<file path="config.mk">
export PLATFORM = sky130hd
export DESIGN_NAME = mc_sequencer
export DESIGN_NICKNAME = d
export VERILOG_FILES = /design/src/rtl/mc_sequencer.sv
export SDC_FILE = /design/constraint.sdc
export NUM_CORES = 1
export LEC_CHECK = 0
export CAP_MARGIN = 30
export CORE_MARGIN = 3
export CORE_UTILIZATION = 31
export CTS_CLUSTER_SIZE = 12
export DETAILED_ROUTE_END_ITERATION = 16
export HOLD_SLACK_MARGIN = 0.05
export PLACE_DENSITY = 0.95
export RECOVER_POWER = 50
export SYNTH_ARGS = -nofsm -noshare
export SYNTH_HDL_FRONTEND = slang
export SYNTH_SLANG_ARGS = --single-unit
export TNS_END_PERCENT = 30
</file>
<file path="constraint.sdc">
create_clock -name clk -period 3.7 [get_ports clk]
set_clock_uncertainty 0.05 [all_clocks]
set_input_delay 1.11 -clock clk [delete_from_list [all_inputs] [get_ports clk]]
set_output_delay 1.11 -clock clk [all_outputs]
set_load 0.01 [all_outputs]
</file>
<file path="src/rtl/mc_sequencer.sv">
// Multi-cycle CPU sequencer: holds the control-unit state code, stalls on memory
// handshakes, gates write strobes, and tracks halt/illegal-code conditions.
// Optional performance counters are enabled by defining MC_SEQUENCER_PERF_CNT_EN.
//
// state | meaning
// ------+--------------------------------------------------
// 0000  | fetch (memory state, waits on mem_ready)
// 0001  | decode (only state where halt_req is honoured)
// 0011  | load (memory state)
// 0101  | store (memory state)
// other | non-memory execute/writeback codes 0010..1001
module mc_sequencer (
  input  logic        clk,
  input  logic        reset,
  input  logic [3:0]  next_state,
  input  logic        halt_req,
  input  logic        mem_ready,
  input  logic        pc_write_in,
  input  logic        pc_write_cond_in,
  input  logic        bcond,
  input  logic        ir_write_in,
  input  logic        reg_write_in,
  input  logic        mem_write_in,
  output logic [3:0]  state,
  output logic        pc_en,
  output logic        ir_en,
  output logic        reg_we,
  output logic        mem_we,
  output logic        stall,
  output logic        halted,
  output logic        illegal_state,
  output logic [31:0] cycle_cnt,
  output logic [31:0] retire_cnt
);

  typedef enum logic [3:0] {
    ST_FETCH  = 4'b0000,
    ST_DECODE = 4'b0001,
    ST_S2     = 4'b0010,
    ST_LOAD   = 4'b0011,
    ST_S4     = 4'b0100,
    ST_STORE  = 4'b0101,
    ST_S6     = 4'b0110,
    ST_S7     = 4'b0111,
    ST_S8     = 4'b1000,
    ST_S9     = 4'b1001
  } state_t;

  localparam logic [3:0] LAST_LEGAL = 4'b1001;

  state_t state_q;
  logic   halted_q;
  logic   illegal_q;

  logic is_mem;
  logic go;
  logic halt_take;
  logic advance;
  logic code_legal;

  assign is_mem     = (state_q == ST_FETCH) || (state_q == ST_LOAD) || (state_q == ST_STORE);
  assign stall      = is_mem & ~mem_ready & ~halted_q;
  assign go         = ~stall & ~halted_q;
  assign halt_take  = (state_q == ST_DECODE) & halt_req & ~halted_q;
  assign advance    = go & ~halt_take;
  assign code_legal = (next_state <= LAST_LEGAL);

  assign pc_en  = (pc_write_in | (pc_write_cond_in & bcond)) & go;
  assign ir_en  = ir_write_in  & go;
  assign reg_we = reg_write_in & go;
  assign mem_we = mem_write_in & go;

  always_ff @(posedge clk) begin
    if (reset) begin
      state_q   <= ST_FETCH;
      halted_q  <= 1'b0;
      illegal_q <= 1'b0;
    end else if (halt_take) begin
      state_q  <= ST_FETCH;
      halted_q <= 1'b1;
    end else if (advance) begin
      // Out-of-range codes recover to fetch rather than wedging the machine.
      if (code_legal) begin
        state_q <= state_t'(next_state);
      end else begin
        state_q   <= ST_FETCH;
        illegal_q <= 1'b1;
      end
    end
  end

  assign state         = state_q;
  assign halted        = halted_q;
  assign illegal_state = illegal_q;

`ifdef MC_SEQUENCER_PERF_CNT_EN
  logic [31:0] cycle_q;
  logic [31:0] retire_q;
  logic        retire;

  // An instruction completes when a legal transition returns to fetch.
  assign retire = advance & code_legal & (next_state == ST_FETCH) & (state_q != ST_FETCH);

  always_ff @(posedge clk) begin
    if (reset) begin
      cycle_q  <= '0;
      retire_q <= '0;
    end else if (!halted_q) begin
      cycle_q <= cycle_q + 32'd1;
      if (retire) begin
        retire_q <= retire_q + 32'd1;
      end
    end
  end

  assign cycle_cnt  = cycle_q;
  assign retire_cnt = retire_q;
`else
  assign cycle_cnt  = 32'h0;
  assign retire_cnt = 32'h0;
`endif

endmodule

</file>
# ---- Word-level counts from Yosys, hierarchy flattened
# Index checks and enable logic that the tools add are counted.
dict set report word_totals {
  ff_bits 6
  input_bits 14
  wordCells 30
}
dict set report classes {
  magnitude_cmp 1
  n_eq_ne 3
  reduce_logical 5
  bitwise 17
  mux 1
}
# op count
set ops {}
lappend ops {{AND 1 bit} 11}
lappend ops {{inverter 1 bit} 5}
lappend ops {{equality test 4 x 1 -> 1 bit (second input constant)} 1}
lappend ops {{equality test 4 x 2 -> 1 bit (second input constant)} 1}
lappend ops {{equality test 4 x 3 -> 1 bit (second input constant)} 1}
lappend ops {{less-or-equal comparator 4 bit (second input constant)} 1}
lappend ops {{logical NOT 4 bit} 1}
lappend ops {{two-way mux 4 bit} 1}
lappend ops {{AND reduction 3 bit} 1}
lappend ops {{logical OR 1 bit} 2}
lappend ops {{OR reduction 2 bit} 1}
lappend ops {{bitwise OR 1 bit} 1}

# ---- Longest topological paths before layout
# Gate-level depths: netlist (run 1).
dict set report logic_depth {
  ltp_word 9
  mapped_depth 4
  depth_no_buf 4
}

# ---- Worst setup path after synthesis (run 1)
# Ideal clock, no wire load.
dict set report synth_timing {
  path_kind {input -> output}
  from {input mem_ready}
  to {output ir_en}
  arrival_ns 1.786
  path_slack_ns 0.754
  stages 2
  path_buffers 0
  path_cell_list {a2111o_1 -> and3_2}
}
dict set report synth_via {
  elab_chain_cells 6
}
# element line
set synth_rtl {}
lappend synth_rtl {{start: declaration} 17} ;# input logic mem_ready,
lappend synth_rtl {{inverter 1 bit} 62} ;# assign stall = is_mem & ~mem_ready & ~halted_q;
lappend synth_rtl {{AND 1 bit (2 in a row)} 62}
lappend synth_rtl {{inverter 1 bit} 63} ;# assign go = ~stall & ~halted_q;
lappend synth_rtl {{AND 1 bit} 63}
lappend synth_rtl {{AND 1 bit} 69} ;# assign ir_en = ir_write_in & go;
lappend synth_rtl {{end: declaration} 26} ;# output logic ir_en,
# Every way passes these cells.

# ---- Worst setup path in the final report (run 1)
# Ends and elaborated chain as after synthesis.

==> results of run 1 <==
[placed cells by master, fill, tap and decap left out, drive strengths merged]
master,n
nor2b,1
dlygate4sd2,5
and3,3
a2111o,1
inv,1
clkbuf,4
nand2,5
a41oi,1
nor2,5
mux2i,3
xnor2,1
a31oi,1
o31ai,1
a21oi,1
conb,64
nand3,2
nand3b,3
o21ai,2
nand2b,1
clkdlybuf4s50,17
dfxtp,6
o21ba,1
dlygate4sd3,2
[flip-flops by register name, summed over array words and instances, names as in the netlist]
name	count
state	4
halted	1
illegal_state	1
[cells by family after synthesis]
group           after synthesis  share of synthesized area
buf+inv                      65                      0.576
mux                           3                     0.0357
compound gates                8                     0.0967
xor+xnor                      1                     0.0104
simple gates                 20                      0.134
other cells                   1                    0.00446
flops                         6                      0.143
[synth_stat cells (all sizes together)]
cell type,number,area share
buf,64,0.57
dfxtp,6,0.14
nand2,5,0.031
nor2,5,0.022
and3,3,0.027
mux2i,3,0.036
nand3b,3,0.027
nand3,2,0.012
o21ai,2,0.012
a2111o,1,0.013
a21oi,1,0.0059
a31oi,1,0.025
a41oi,1,0.019
conb,1,0.0045
inv,1,0.0045
nand2b,1,0.0074
nor2b,1,0.0074
o21ba,1,0.012
o31ai,1,0.0089
xnor2,1,0.010
[per-stage QoR]
| stage | util | setup slack, ns | setup TNS (ns) | instance area (µm²) |
|---|---|---|---|---|
| CTS | 0.356 | 0.0654 | 0 | 898 |
| floorplan | - | 0.754 | 0 | 1080 |
| global route | 0.346 | 0.0220 | 0 | 872 |
| finish | 0.346 | 0.0804 | 0 | 872 |
| detailed placement | 0.350 | -0.122 | -0.421 | 882 |
| global placement | 0.350 | -0.0637 | -0.229 | 882 |
[worst max-delay path, delay by kind of cell]
family | cells | cell delay [ns]
AND/OR/NAND/NOR | 1 | 0.24
buffers and inverters | 2 | 0.68
AO/OA/AOI/OAI | 1 | 0.43
[report_power, final]
| part | switching, W | internal (W) |
|---|---|---|
| clock network | 0.0000226 | 0.0000366 |
| logic | 0.0000598 | 0.0000408 |
| registers | 0.00000504 | 0.0000697 |
| total | 0.0000874 | 0.000147 |
[path summary, 6_finish.rpt]
kind	from	endpoint
worst max register to register	state[0]	state[1]
worst min register to register	illegal_state	illegal_state
worst max-delay path	mem_ready	ir_en
worst min-delay path	illegal_state	illegal_state
[cell type report]
type                            instances  area share
Tap cell                               30      0.0430
Multi-Input combinational cell         96       0.516
Timing Repair Buffer                   25       0.273
Inverter                                1     0.00430
Sequential cell                         6       0.138
Clock buffer                            3      0.0258
[timing repair]
item                                   in CTS  in global routing
endpoints found under the hold margin       0                  0
gates resized for setup                     5                  0
buffers inserted                            0                  0
setup endpoints to repair                   5                  0
[metal layers]
layer	global-route usage	up-vias	part of all wire
li1	-	265	-
met1	0.0774	227	0.33
met2	0.124	51	0.49
met3	0.0356	0	0.18
met4	0.0298	0	0
met5	0	-	0
==> summary.md, run 1 <==
| Metric | Value |
|---|---|
| Outcome | `complete, no violations` |
| Via Count | `543` |
| Hold slack | `roughly 0.4 ns` |
| Initial antenna violation count | `0` |
| # rows | `18` |
| Non-Filler Instances | `161` |
| Yosys warns | `0` |
| Cts bufs inserted | `3` |
| Clk root buf | `clkbuf_4` |
| Synthesis-to-finish area growth | `3.72%` |
| Number of vias per cell | `3.37` |
| Final #Nets | `~150` |
| Hold path depth | `2` |
| Final Hold Viols | `0` |
| CORE AREA | `approximately 2500 µm²` |
| IO Port Bufs | `24` |
| Final setup fails | `0` |
| First-pass GRT wire length | `roughly 1.9 mm` |
| Setup crit end kind | `output port` |
| H-Tree Depth | `1` |
| Share of layout cells above drive strength 1 | `0.0611` |
| Crit path kind | `in -> out` |
| CP max FO | `6` |
| RSZ-0062 raised after global routing | `no` |
| Die X | `a little under 60 µm` |
| Largest net degree at the start of global routing | `9` |
| Slowest CP cell | `a2111o_1` |
| Router iterations before antenna repair | `3` |
| Final Cycle Share | `0.978` |
| Synth Register Bits | `6` |
| Netlist cell types | `21` |
| Hpwl dp | `roughly 1.3 mm` |
| Wirelength per Cell | `a little under 9 µm` |
| Antenna Cells | `0` |
| Initial drt markers | `4` |
| CP Cell Sequence | `clkdlybuf4s50_1 > a2111o_1 > and3_2 > dlygate4sd2_1` |
| Crit-path max cell delay | `roughly 0.43 ns` |
| Sequential Area | `120 µm²` |
| Fmax | `between 200 and 300 MHz` |
| CTS Sinks | `6` |
| Clk_lat worst skew | `0.24 ns` |
| Cells after synthesis | `about 100` |
| GR Util All Layers | `0.0733` |
| Pwr dens | `269 nW/µm²` |
| Top Ports | `slightly below 90` |
| Mapped cell area | `about 840 µm²` |
| Footprint of the multi-input gates | `roughly 450 µm²` |
| Power, Total | `between 0.0002 and 0.00025 W` |
| Vias in the first global route | `460` |
| Worst path required time | `2.54 ns` |
| Post-DRT Antenna Nets | `0` |
| Peak supply drop | `104 µV` |
| Worst R2R Path Depth | `5` |
| Final Max Tran Viols | `0` |
| Tmin final | `around 3.6 ns` |
| Mean area per synthesized cell | `just over 8 µm²` |
| Placed Cells | `around 160` |
| CTS tree | `built` |
| Clock slew at the register clock pins of the worst setup and hold paths | `0.05 ns` |
| CP arrival | `2.46 ns` |
| Max-cap viol count | `0` |
| Gr ovfl total | `0` |
| Longest Clk Path Bufs | `2` |
| Fill cells | `between 200 and 300` |
| Register area share after synthesis | `0.143` |
| Final Wtd Congestion | `roughly 0.7` |
| Cts hold-fix bufs | `0` |
| Starting Density | `0.333` |
| Startpoint Class | `input port` |
| Die ar. | `3370 µm²` |
| Drt drc | `0` |
| Die extent in y | `about 58 µm` |
| Pleak | `roughly 0.46 nW` |
| R2r setup slk | `2.02 ns` |
| WL final | `between 1 and 1.5 mm` |
| Min-delay worst type | `reg -> reg` |
(Power assumes the default switching activity.)
==> inputs of run 2 (changes only) <==
--- a/config.mk
+++ b/config.mk
@@ -5,14 +5,15 @@
 export SDC_FILE = /design/constraint.sdc
 export NUM_CORES = 1
 export LEC_CHECK = 0
+export ABC_AREA = 1
 export CAP_MARGIN = 30
+export CORE_ASPECT_RATIO = 0.9
 export CORE_MARGIN = 3
 export CORE_UTILIZATION = 31
 export CTS_CLUSTER_SIZE = 12
 export DETAILED_ROUTE_END_ITERATION = 16
 export HOLD_SLACK_MARGIN = 0.05
-export PLACE_DENSITY = 0.95
-export RECOVER_POWER = 50
+export PLACE_DENSITY = 0.94
 export SYNTH_ARGS = -nofsm -noshare
 export SYNTH_HDL_FRONTEND = slang
 export SYNTH_SLANG_ARGS = --single-unit
==> run 2 against run 1 <==
Worst hold slack worse by 0.016 ns. Sequential cell count did not move. Sequential power increased by 61%. Maximum frequency grew 0.80%. Via count is 12% higher. Synthesized cell count grew 25%. Critical path depth up 2.
==> summary.md, run 2 <==
| Metric | Value |
|---|---|
| Outcome | `complete, no violations (unchanged)` |
| Worst slack, placed | `0.103 ns (was -0.122 ns)` |
| Fill cells | `281 (unchanged)` |
| Final Max Tran Viols | `0 (unchanged)` |
| Cell with the most instances after synthesis | `buf_4 (unchanged)` |
| Die ar. | `3480 µm² (was 3370 µm²)` |
| Die extent in y | `56.2 µm (was 58.1 µm)` |
| Netlist cell types | `14 (was 21)` |
| Clock slew at the register clock pins of the worst setup and hold paths | `0.04 ns (was 0.05 ns)` |
| Top Ports | `89 (unchanged)` |
| Tmin final | `3.59 ns (was 3.62 ns)` |
| Vias in the first global route | `420 (was 460)` |
| Crit-path max cell delay | `0.54 ns (was 0.43 ns)` |
| # rows | `17 (was 18)` |
| Largest net degree at the start of global routing | `10 (was 9)` |
| Most frequent cells in the layout | `conb_1 (64), clkdlybuf4s50_1 (24), nor2_1 (14) (was conb_1 (64), clkdlybuf4s50_1 (17), dfxtp_1 (6))` |
| Yosys warns | `0 (unchanged)` |
| Mapped cell area | `870 µm² (was 841 µm²)` |
| Router iterations before antenna repair | `4 (was 3)` |
| Non-Filler Instances | `185 (was 161)` |
| CP Cell Sequence | `clkdlybuf4s50_1 > inv_1 > nand2_4 > nand2_1 > nor2_1 > clkdlybuf4s50_1 (was clkdlybuf4s50_1 > a2111o_1 > and3_2 > dlygate4sd2_1)` |
| Initial drt markers | `7 (was 4)` |
| Cts hold-fix bufs | `0 (unchanged)` |
| Commonest non-fill, non-tap cell in the layout | `conb_1 (unchanged)` |
| Share of layout cells above drive strength 1 | `0.0701 (was 0.0611)` |
| Fin worst setup slack | `0.109 ns (was 0.0804 ns)` |
| Final Hold Viols | `0 (unchanged)` |
| Postcts setup bufs | `0 (unchanged)` |
| RSZ-0062 raised after global routing | `no (unchanged)` |
| Antenna Cells | `0 (unchanged)` |
| Cts bufs inserted | `3 (unchanged)` |
| Pleak | `0.540 nW (was 0.461 nW)` |
| Number of flops mapped to enable cells by yosys | `0 (unchanged)` |
| Final Cycle Share | `0.971 (was 0.978)` |
| Peak supply drop | `164 µV (was 104 µV)` |
| Wirelength per Cell | `7.36 µm (was 8.90 µm)` |
| Min-delay worst type | `reg -> reg (unchanged)` |
| Top cell type's share of synthesized area | `0.553 (was 0.571)` |
| Fmax | `278 MHz (was 276 MHz)` |
| Top cell by count, worst path | `clkdlybuf4s50_1` |
| Via Count | `606 (was 543)` |
| Cells after synthesis | `130 (was 104)` |
| Mean area per synthesized cell | `6.69 µm² (was 8.08 µm²)` |
| Drt drc | `0 (unchanged)` |
| Worst path required time | `2.54 ns (about the same)` |
| Hpwl dp | `1.25 mm (was 1.30 mm)` |
| Max-cap viol count | `0 (unchanged)` |
| Setup crit end kind | `output port (unchanged)` |
| Final setup fails | `0 (unchanged)` |
| Synth Register Bits | `6 (unchanged)` |
| Footprint of the multi-input gates | `453 µm² (was 450 µm²)` |
| Placed Cells | `182 (was 158)` |
| Post-DRT Antenna Nets | `0 (unchanged)` |
| Startpoint Class | `input port (unchanged)` |
| Synth Flop Type | `dfxtp_1 (unchanged)` |
| CTS Sinks | `6 (unchanged)` |
| Pwr dens | `602 nW/µm² (was 269 nW/µm²)` |
| Max reg flops | `4 (unchanged)` |
| Die X | `61.8 µm (was 58.1 µm)` |
| CORE AREA | `2550 µm² (was 2520 µm²)` |
| CTS tree | `built (unchanged)` |
| WL final | `1.36 mm (was 1.43 mm)` |
| First-pass GRT wire length | `1.61 mm (was 1.88 mm)` |
| Synth area leaders | `buf_4 (55%), dfxtp_1 (14%), nor2_1 (6.0%) (was buf_4 (57%), dfxtp_1 (14%), mux2i_1 (3.6%))` |
| FFs w/ async S/R, synth | `0 (unchanged)` |
| CP arrival | `2.43 ns (was 2.46 ns)` |
| Clk_lat worst skew | `0.24 ns (about the same)` |
| Final Wtd Congestion | `0.684 (was 0.696)` |
| Register area share after synthesis | `0.138 (was 0.143)` |
| Synthesis-to-finish area growth | `7.05% (was 3.72%)` |
| CP max FO | `4 (was 6)` |
| GR Util All Layers | `0.0636 (was 0.0733)` |
| Sequential Area | `120 µm² (unchanged)` |
| Initial antenna violation count | `0 (unchanged)` |
| Longest Clk Path Bufs | `2 (unchanged)` |
| Commonest cells post-synth | `buf_4 (64), nor2_1 (14), inv_1 (13), nand2_1 (13) (was buf_4 (64), dfxtp_1 (6), nor2_1 (5), nand2_1 (4))` |
| Final #Nets | `173 (was 147)` |
| Starting Density | `0.341 (was 0.333)` |
| Leading area contributor after synthesis | `buf_4 (unchanged)` |
| Final TNS setup | `0 ns (unchanged)` |
| Clk root buf | `clkbuf_4 (unchanged)` |
| Post-cts sizing count | `0 (was 5)` |
| Gr ovfl total | `0 (unchanged)` |
| Slowest CP cell | `clkdlybuf4s50_1 (was a2111o_1)` |
| IO Port Bufs | `24 (unchanged)` |
| Crit path kind | `in -> out (unchanged)` |
| H-Tree Depth | `1 (unchanged)` |
| Number of vias per cell | `3.28 (was 3.37)` |
-- run 2: path summary, 6_finish.rpt --
check                              startpoint       endpoint  slack [ns]  cells after the start
worst min register to register  illegal_state  illegal_state        0.40                      2
worst max register to register       state[0]       state[0]        2.43                     10
worst max-delay path                mem_ready         reg_we        0.11                      6
worst min-delay path            illegal_state  illegal_state        0.40                      2
-- run 2: worst max-delay path: cells and delay by family --
family        cells  cell delay [ns]
simple gates      3             0.27
buf+inv           3             1.06
-- run 2: layer usage --
| metal | vias to the layer above | part of all wire | track usage |
|---|---|---|---|
| met5 | - | 0 | 0 |
| met4 | 0 | 0 | 0.0364 |
| met3 | 0 | 0.14 | 0.0302 |
| met2 | 48 | 0.50 | 0.0972 |
| met1 | 243 | 0.36 | 0.0699 |
| li1 | 315 | - | - |
-- run 2: logic make-up after synthesis --
logic type | Yosys count | share of synthesized area
buffers and inverters | 78 | 0.613
flip-flops | 6 | 0.138
other | 1 | 0.00431
AND/OR/NAND/NOR | 39 | 0.210
AO/OA/AOI/OAI | 6 | 0.0345
-- run 2: power breakdown --
group | internal, W | switching (W)
logic | 0.000175 | 0.000207
clock network | 0.0000365 | 0.0000215
registers | 0.0000928 | 0.0000275
-- run 2: cell type report --
cell class | count | area share
well taps | 28 | 0.0376
multi-input cells | 109 | 0.487
repair buffers | 25 | 0.266
flip-flops and latches | 6 | 0.129
clock buffers | 3 | 0.0242
inverters | 14 | 0.0565
-- run 2: through the flow --
step	utilization	total power [W]	cell area (µm²)	hold slack (ns)
finish	0.365	0.000561	931	0.395
global route	0.365	0.000619	931	0.420
CTS	0.365	0.000567	931	0.396
detailed placement	0.356	0.000505	908	0.389
global placement	0.356	0.000500	908	0.390
floorplan	-	0.000394	1110	0.418
